**src/rtl/uart_frame_streamer.sv**
```systemverilog
// -----------------------------------------------------------------------------
// uart_frame_streamer
//
// Purpose:
//   Turns a finished interpolation run into a self-describing byte stream for
//   the host. On an accepted start it sends one frame on a byte-wide
//   valid/ready port:
//     SYNC_BYTE, width[15:8], width[7:0], height[15:8], height[7:0],
//     width*height pixel bytes read from result-buffer addresses 0..N-1,
//     and, when UART_FRAME_CHECKSUM_EN is defined, a modulo-256 checksum of
//     every byte after the sync byte.
//
// Optional feature macro:
//   UART_FRAME_CHECKSUM_EN - compiles in the checksum accumulator and the
//                            CSUM state. Undefined by default.
//
// Ports:
//   clk          in   single clock
//   rst_n        in   synchronous, active-low reset
//   start        in   one-cycle frame request, honoured only while idle
//   width        in   image width in pixels, latched on accepted start
//   height       in   image height in pixels, latched on accepted start
//   busy         out  high from the cycle after an accepted start until done
//   done         out  one-cycle pulse after the final byte has been handed off
//   mem_rd_en    out  result-buffer read strobe
//   mem_addr     out  result-buffer read address
//   mem_rdata    in   read data, valid exactly one cycle after mem_rd_en
//   tx_data      out  byte to the UART transmitter
//   tx_valid     out  tx_data is valid
//   tx_ready     in   UART transmitter can accept
//   o_dbg_state  out  current FSM state, for debug and checker binding
//
// Handshake:
//   A byte transfers on a rising edge where tx_valid && tx_ready. Once
//   tx_valid is raised it stays high with tx_data stable until that transfer
//   happens; it only drops without a transfer on reset.
// -----------------------------------------------------------------------------
module uart_frame_streamer #(
    parameter int unsigned ADDR_WIDTH = 16,
    parameter logic [7:0]  SYNC_BYTE  = 8'hA5
) (
    input  logic                  clk,
    input  logic                  rst_n,
    input  logic                  start,
    input  logic [15:0]           width,
    input  logic [15:0]           height,
    output logic                  busy,
    output logic                  done,
    output logic                  mem_rd_en,
    output logic [ADDR_WIDTH-1:0] mem_addr,
    input  logic [7:0]            mem_rdata,
    output logic [7:0]            tx_data,
    output logic                  tx_valid,
    input  logic                  tx_ready,
    output logic [2:0]            o_dbg_state
);

    typedef enum logic [2:0] {
        S_IDLE  = 3'd0,
        S_HDR   = 3'd1,
        S_FETCH = 3'd2,
        S_WAIT  = 3'd3,
        S_SEND  = 3'd4,
        S_FIN   = 3'd5
`ifdef UART_FRAME_CHECKSUM_EN
        , S_CSUM = 3'd6
`endif
    } state_t;

    // State entered once the last header byte or last pixel has transferred.
`ifdef UART_FRAME_CHECKSUM_EN
    localparam state_t TAIL_STATE = S_CSUM;
`else
    localparam state_t TAIL_STATE = S_FIN;
`endif

    localparam logic [ADDR_WIDTH-1:0] ADDR_ONE = ADDR_WIDTH'(1);
    localparam logic [2:0]            HDR_LAST = 3'd4;

    // -------------------------------------------------------------------------
    // Registers
    // -------------------------------------------------------------------------
    state_t                r_state;
    logic [15:0]           r_width;
    logic [15:0]           r_height;
    logic [31:0]           r_pix_left;   // pixels not yet fetched
    logic [ADDR_WIDTH-1:0] r_addr;
    logic [2:0]            r_hdr_idx;    // header byte currently presented
    logic [7:0]            r_pix_data;   // pixel captured in WAIT
`ifdef UART_FRAME_CHECKSUM_EN
    logic [7:0]            r_csum;
`endif

    // -------------------------------------------------------------------------
    // Wires
    // -------------------------------------------------------------------------
    state_t      w_next_state;
    logic        w_hs;
    logic [7:0]  w_hdr_byte;
    logic [31:0] w_npix;

    // Full 32-bit product so no dimension pair can overflow the pixel count.
    assign w_npix = {16'd0, width} * {16'd0, height};

    assign w_hs = tx_valid && tx_ready;

    always_comb begin
        w_hdr_byte = 8'h00;
        case (r_hdr_idx)
            3'd0:    w_hdr_byte = SYNC_BYTE;
            3'd1:    w_hdr_byte = r_width[15:8];
            3'd2:    w_hdr_byte = r_width[7:0];
            3'd3:    w_hdr_byte = r_height[15:8];
            3'd4:    w_hdr_byte = r_height[7:0];
            default: w_hdr_byte = 8'h00;
        endcase
    end

    // -------------------------------------------------------------------------
    // FSM: state register
    // -------------------------------------------------------------------------
    always_ff @(posedge clk) begin
        if (!rst_n) begin
            r_state <= S_IDLE;
        end else begin
            r_state <= w_next_state;
        end
    end

    // -------------------------------------------------------------------------
    // FSM: next-state logic
    // -------------------------------------------------------------------------
    always_comb begin
        w_next_state = r_state;
        case (r_state)
            S_IDLE: begin
                if (start) begin
                    w_next_state = S_HDR;
                end
            end
            S_HDR: begin
                // r_pix_left still holds N here, so N = 0 skips straight on.
                if (w_hs && (r_hdr_idx == HDR_LAST)) begin
                    w_next_state = (r_pix_left != 32'd0) ? S_FETCH : TAIL_STATE;
                end
            end
            S_FETCH: begin
                w_next_state = S_WAIT;
            end
            S_WAIT: begin
                w_next_state = S_SEND;
            end
            S_SEND: begin
                // r_pix_left was decremented in FETCH, so it counts the
                // pixels after the one being sent now.
                if (w_hs) begin
                    w_next_state = (r_pix_left != 32'd0) ? S_FETCH : TAIL_STATE;
                end
            end
`ifdef UART_FRAME_CHECKSUM_EN
            S_CSUM: begin
                if (w_hs) begin
                    w_next_state = S_FIN;
                end
            end
`endif
            S_FIN: begin
                w_next_state = S_IDLE;
            end
            default: begin
                w_next_state = S_IDLE;
            end
        endcase
    end

    // -------------------------------------------------------------------------
    // FSM: outputs (Moore, decoded from the registered state)
    // -------------------------------------------------------------------------
    always_comb begin
        busy      = (r_state != S_IDLE) && (r_state != S_FIN);
        done      = (r_state == S_FIN);
        mem_rd_en = (r_state == S_FETCH);
        tx_valid  = 1'b0;
        tx_data   = 8'h00;
        case (r_state)
            S_HDR: begin
                tx_valid = 1'b1;
                tx_data  = w_hdr_byte;
            end
            S_SEND: begin
                tx_valid = 1'b1;
                tx_data  = r_pix_data;
            end
`ifdef UART_FRAME_CHECKSUM_EN
            S_CSUM: begin
                tx_valid = 1'b1;
                tx_data  = r_csum;
            end
`endif
            default: begin
                tx_valid = 1'b0;
                tx_data  = 8'h00;
            end
        endcase
    end

    assign mem_addr    = r_addr;
    assign o_dbg_state = r_state;

    // -------------------------------------------------------------------------
    // Datapath
    // -------------------------------------------------------------------------
    always_ff @(posedge clk) begin
        if (!rst_n) begin
            r_width    <= 16'd0;
            r_height   <= 16'd0;
            r_pix_left <= 32'd0;
            r_addr     <= '0;
            r_hdr_idx  <= 3'd0;
            r_pix_data <= 8'h00;
`ifdef UART_FRAME_CHECKSUM_EN
            r_csum     <= 8'h00;
`endif
        end else begin
            case (r_state)
                S_IDLE: begin
                    if (start) begin
                        r_width    <= width;
                        r_height   <= height;
                        r_pix_left <= w_npix;
                        r_addr     <= '0;
                        r_hdr_idx  <= 3'd0;
`ifdef UART_FRAME_CHECKSUM_EN
                        r_csum     <= 8'h00;
`endif
                    end
                end
                S_HDR: begin
                    if (w_hs) begin
                        r_hdr_idx <= r_hdr_idx + 3'd1;
`ifdef UART_FRAME_CHECKSUM_EN
                        // The sync byte is not part of the checksum.
                        if (r_hdr_idx != 3'd0) begin
                            r_csum <= r_csum + w_hdr_byte;
                        end
`endif
                    end
                end
                S_FETCH: begin
                    r_addr     <= r_addr + ADDR_ONE;
                    r_pix_left <= r_pix_left - 32'd1;
                end
                S_WAIT: begin
                    r_pix_data <= mem_rdata;
                end
                S_SEND: begin
`ifdef UART_FRAME_CHECKSUM_EN
                    if (w_hs) begin
                        r_csum <= r_csum + r_pix_data;
                    end
`endif
                end
                default: begin
                end
            endcase
        end
    end

endmodule

```
**config.mk**
```make
export PLATFORM = sky130hd
export DESIGN_NAME = uart_frame_streamer
export DESIGN_NICKNAME = d
export VERILOG_FILES = /design/src/rtl/uart_frame_streamer.sv
export SDC_FILE = /design/constraint.sdc
export NUM_CORES = 1
export LEC_CHECK = 0
export ABC_AREA = 1
export ABC_CLOCK_PERIOD_IN_PS = 8050
export BUFFER_PORTS_ARGS = -buffer_cell sky130_fd_sc_hd__clkbuf_2
export CAP_MARGIN = 20
export CORE_UTILIZATION = 65
export CTS_BUF_LIST = sky130_fd_sc_hd__clkbuf_2
export CTS_CLUSTER_DIAMETER = 60
export DETAILED_ROUTE_END_ITERATION = 12
export PLACE_DENSITY = 0.83
export SLEW_MARGIN = 20
export SYNTH_ARGS = -nofsm -noshare
export SYNTH_HDL_FRONTEND = slang
export SYNTH_SLANG_ARGS = --single-unit
```
**constraint.sdc**
```tcl
create_clock -name clk -period 8.05 [get_ports clk]
set_input_delay 1.61 -clock clk [delete_from_list [all_inputs] [get_ports clk]]
set_output_delay 1.61 -clock clk [all_outputs]
set_load 0.01 [all_outputs]
```
; Word level (Yosys, flattened, before mapping)
; Index checks and enable logic that the tools add are counted.
[op_classes]
n_addsub = 3
multipliers = 1
n_eq_ne = 14
mux = 15
n_reduce_logical = 14
[ops]
columns = op, count
row1 = case mux 32 bit (2 select lines), 1
row2 = case mux 8 bit (5 select lines), 1
row3 = multiplier 16 x 16 -> 32 bit, 1
row4 = two-way mux 32 bit, 1
row5 = case mux 16 bit (2 select lines), 1
row6 = nonzero test 32 bit, 1
row7 = subtractor 32 x 1 -> 32 bit (second input constant), 1
row8 = two-way mux 3 bit, 6
row9 = adder 16 x 1 -> 16 bit (second input constant), 1
row10 = two-way mux 16 bit, 1
row11 = case mux 8 bit (2 select lines), 1
row12 = case mux 3 bit (5 select lines), 1
row13 = equality test 3 x 2 -> 1 bit (second input constant), 4
row14 = equality test 3 bit (second input constant), 3
row15 = inequality test 2 bit (second input constant), 4
row16 = equality test 3 x 1 -> 1 bit (second input constant), 2
row17 = logical NOT 3 bit, 2
row18 = case mux 3 bit (2 select lines), 1
row19 = AND reduction 3 bit, 2
row20 = AND reduction 2 bit, 2
row21 = nonzero test 2 bit, 2
row22 = adder 3 x 1 -> 3 bit (second input constant), 1
row23 = logical AND 1 bit, 3
row24 = inequality test 3 bit (second input constant), 1
row25 = 3 further kinds, 3
[word_totals]
reg_bits = 94
inputBits = 44
output_inout_bits = 31
elab_cells = 54

; Logic depth before layout (Yosys ltp)
[depth]
ltp_word = 7
depth_mapped = 28
depth_no_buf = 26

; Worst setup path before layout
; No wires, ideal clock.
[synth_timing]
path_kind = in2reg
from = input port width[10]
to = register r_pix_left[20]
setup_ns = 0.109
arrival_time_ns = 6.511
required_time_ns = 7.941
path_slack_ns = 1.431
path_stages = 24
n_path_buf = 2
path_cell_list = clkbuf_1 > clkbuf_1 > nand2_1 > fa_1 > fa_1 > fa_1 > fa_1 > inv_1 > fa_1 > inv_1 > fa_1 > inv_1 > ha_1 > nand2_1 > nor2_1 > nand3_1 > nand3_1 > nand2_1 > nand2_1 > nand2_1 > nand3_1 > nand3_1 > nand2_1 > inv_1
[synth_via]
elab_chain_len = 3
[synth_lines]
columns = item, line_no
row1 = start: declaration, 45  ; input logic [15:0] width,
row2 = multiplier 16 x 16 -> 32 bit, 103  ; assign w_npix = {16'd0, width} * {16'd0, height};
row3 = two-way mux 32 bit, 227  ; if (start) begin
row4 = case mux 32 bit (2 select lines), 225  ; case (r_state)
row5 = end signal: assignment, 230  ; r_pix_left <= w_npix;
row6 = end signal: assignment, 251  ; r_pix_left <= r_pix_left - 32'd1;
row7 = end: declaration, 86  ; logic [31:0] r_pix_left;
; Every way passes these cells. The select of a mux whose other input is x is not followed.
; A chain may end at the register's enable or synchronous reset.

; Worst setup path in the final report
[layout_timing]
from = input port height[10]
to = register r_pix_left[24]
[layout_via]
elab_chain_len = 3
[layout_lines]
columns = item, line_no
row1 = start: declaration, 46  ; input logic [15:0] height,
row2 = multiplier 16 x 16 -> 32 bit, 103
row3 = two-way mux 32 bit, 227
row4 = case mux 32 bit (2 select lines), 225
; Every way passes these cells. The select of a mux whose other input is x is not followed.

==> metrics.csv <==
stage,metric,value,unit
critical_path,WS Path Type,in2reg,
detailed_routing,post-route ant nets,0,
critical_path,CP cell instances,"clkbuf_2, nand2_1, fa_1, inv_1, fa_1, fa_1, fa_1, fa_1, inv_1, fa_1, inv_1, ha_1, nand2_1, nor2_1, nand2_1, nor2_1, nand2_1, nand4_1, nand3_1, a21oi_1",
critical_path,"Largest stage delay, worst path",0.58,ns
global_route,grt total ovfl,0,
critical_path,Required @ worst endpoint,8.58,ns
job,max_cap viols,0,
synthesis,Post-synth EDFFs,0,
synthesis,largest cells by area after synthesis,"fa_1, nand2_1, inv_1, dfxtp_1, ha_1",
timing,period utilization,0.8094,
critical_path,"Arr. time, crit path",7.04,ns
detailed_routing,routed length per instance,16.16,um
floorplan,I/O pins,75,
floorplan,Rows,54,
synthesis,warnings from Yosys,0,
timing,fmax,153.5,MHz
placed_design,IO buf count,74,
final_layout,Nets,2466,
placed_design,HPWL Detailed,30510,um
synthesis,synthesized area per cell,6.827,sq um
timing,Period minus WS final,6.516,ns
critical_path,Worst Setup Start Kind,input pin,
floorplan,die area,22930,sq um
synthesis,Synth Cell Area,14510,sq um
critical_path,most used cell along the critical path,fa_1,
floorplan,Die Wd,151.4,um
floorplan,die height,151.4,um
clock_tree,number of buffers created by CTS,9,
detailed_routing,DR vias/cell,5.519,
detailed_routing,Initial DRT Pass Iterations,5,
timing,final setup vio count,0,
clock_tree,setup repair bufs after CTS,0,
detailed_routing,Residual DRC,0,
clock_tree,H-tree depth,3,
clock_tree,Clock transition at path regs,0.27,ns
final_layout,Area Growth Syn to Fin,2.905,%
floorplan,Core ar.,21890,sq um
placed_design,RePlAce Congestion,1.017,
synthesis,number of synthesized register bits,94,
synthesis,Async SR Flop Fraction,0,
timing,setup total negative slack,0,ns
global_route,largest net degree at the start of global routing,79,
clock_tree,cts repair resizes,0,
synthesis,Mapped Cells,2126,
hold_path,Hold WC Path Type,reg2reg,
detailed_routing,DRT iter0 DRCs,1112,
synthesis,synth unique cells,51,
floorplan,starting density of the core,0.6630,
detailed_routing,Routed Wire Length,38850,um
detailed_routing,routed via count,13270,
timing,Slew HR,0.2724,
global_route,initial antenna violation count,3,
timing,Final Hold Vio Count,0,
critical_path,crit path max fanout,17,
critical_path,slowest CP cell,fa_1,
clock_tree,CTS tree,yes,
critical_path,Critical Path End Type,flip-flop,
final_layout,layout cell share with drive strength beyond 1,0.05844,
global_route,Tot GR Track Use,0.3551,
clock_tree,Post-CTS Hold Buffers,0,
clock_tree,Root Buffer,clkbuf_2,
clock_tree,worst skew pair latency,0.60,ns
synthesis,most frequent cell after synthesis,nand2_1,
timing,RSZ-0062 raised after global routing,no,
global_route,number of global-route vias before repair,12940,
synthesis,Synth Net Count,2475,
timing,max-slew violations,0,
synthesis,ys flop type,dfxtp_1,
timing,Worst-Margin Slew,1.090,ns
clock_tree,CTS sink cnt,94,
outcome,status,completed,
timing,Worst Skew,0.03403,ns
synthesis,sequential share of the synthesized area,0.1297,
synthesis,Yosys top cell by area,fa_1,
clock_tree,Clock Tree Buf Depth,2,
synthesis,Post-synth top cells,"nand2_1, inv_1, fa_1, nor2_1, ha_1",
global_route,first-pass GRT wire length,63090,um
synthesis,top-area cell type share of the netlist area,0.2676,
## state kept, by name, indices dropped and copies added (netlist names)
name	cells
r_pix_left	32
mem_addr	16
r_height	16
r_width	16
r_pix_data	8
o_dbg_state	3
r_hdr_idx	3
## routing by layer
| layer | vias up | global-route usage | routed length [um] |
|---|---|---|---|
| met3 | 101 | 0.06265 | 3382 |
| met4 | 2 | 0.1295 | 1268 |
| met2 | 610 | 0.5927 | 18570 |
| li1 | 6302 | - | - |
| met1 | 6253 | 0.4598 | 15630 |
| met5 | - | 0 | 9 |
## placed cells by master, fill, tap and decap left out, types with 3 or more instances in the layout
cell / instances
nand2_1: 576
inv_1: 514
fa_1: 194
nor2_1: 148
ha_1: 111
o21ai_0: 96
dfxtp_1: 94
a21oi_1: 87
clkbuf_2: 84
nand3_1: 74
nand4_1: 15
o22ai_1: 11
xor2_1: 10
nand3b_1: 9
a31oi_1: 8
inv_2: 7
nor3_1: 7
o21ai_1: 7
xnor2_1: 7
a221oi_1: 6
nor2_2: 5
and2_1: 5
o211ai_1: 5
nor2_4: 3
nand3_2: 3
## cell type report
cell class                 instances  area, sq um
multi-input combinational       1414        10250
clock inverter                     6        52.55
sequential                        94         1882
tap                              280        350.3
clock buffer                      10        50.05
inverter                         523         1963
timing repair buffer              75        377.9
antenna                            2        5.005
fill                            1950         6955
## logic make-up (layout without fill, tap and decap cells)
| family | after synthesis | after routing | share of synthesized area |
|---|---|---|---|
| AO/OA/AOI/OAI | 236 | 236 | 0.08966 |
| XOR/XNOR | 17 | 17 | 0.01026 |
| adder cells (fa/ha/maj) | 305 | 305 | 0.3633 |
| buffers and inverters | 618 | 614 | 0.1638 |
| flip-flops | 94 | 94 | 0.1297 |
| other | 0 | 2 | 0 |
| AND/OR/NAND/NOR | 856 | 856 | 0.2434 |
## metrics by stage
stage / hold slack (ns) / utilization / cell area [sq um] / setup slack, ns / cells
global placement: 0.4398 / 0.6774 / 14830 / 1.001 / 2386
CTS: 0.4750 / 0.6820 / 14930 / 1.617 / 2402
detailed placement: 0.4456 / 0.6774 / 14830 / 0.9868 / 2386
floorplan: 0.4294 / - / 14510 / 1.431 / 2126
global route: 0.4935 / 0.6822 / 14930 / 1.370 / 2403
finish: 0.4721 / 0.6823 / 14940 / 1.534 / 2404
## worst max-delay path: cells and delay by family
family                   cells  cell delay [ns]
buffers and inverters        4             0.61
adder cells (fa/ha/maj)      7             3.45
AO/OA/AOI/OAI                1             0.16
AND/OR/NAND/NOR              8             1.20
## path summary, 6_finish.rpt
check / start / end / slack, ns / depth (start not counted)
hold / removal: r_width[0]$_SDFFE_PN0P_ / r_width[0]$_SDFFE_PN0P_ / 0.47 / 2
setup / recovery: height[10] / r_pix_left[24]$_SDFFE_PN0P_ / 1.53 / 20
hold reg to reg: r_width[0]$_SDFFE_PN0P_ / r_width[0]$_SDFFE_PN0P_ / 0.47 / 2
setup reg to reg: o_dbg_state[2]$_SDFFE_PN0P_ / r_pix_left[10]$_SDFFE_PN0P_ / 5.45 / 7
Power is left out: the tool's default activity adds up to more than one toggle a clock period on the data nets, which glitch-free logic cannot reach.
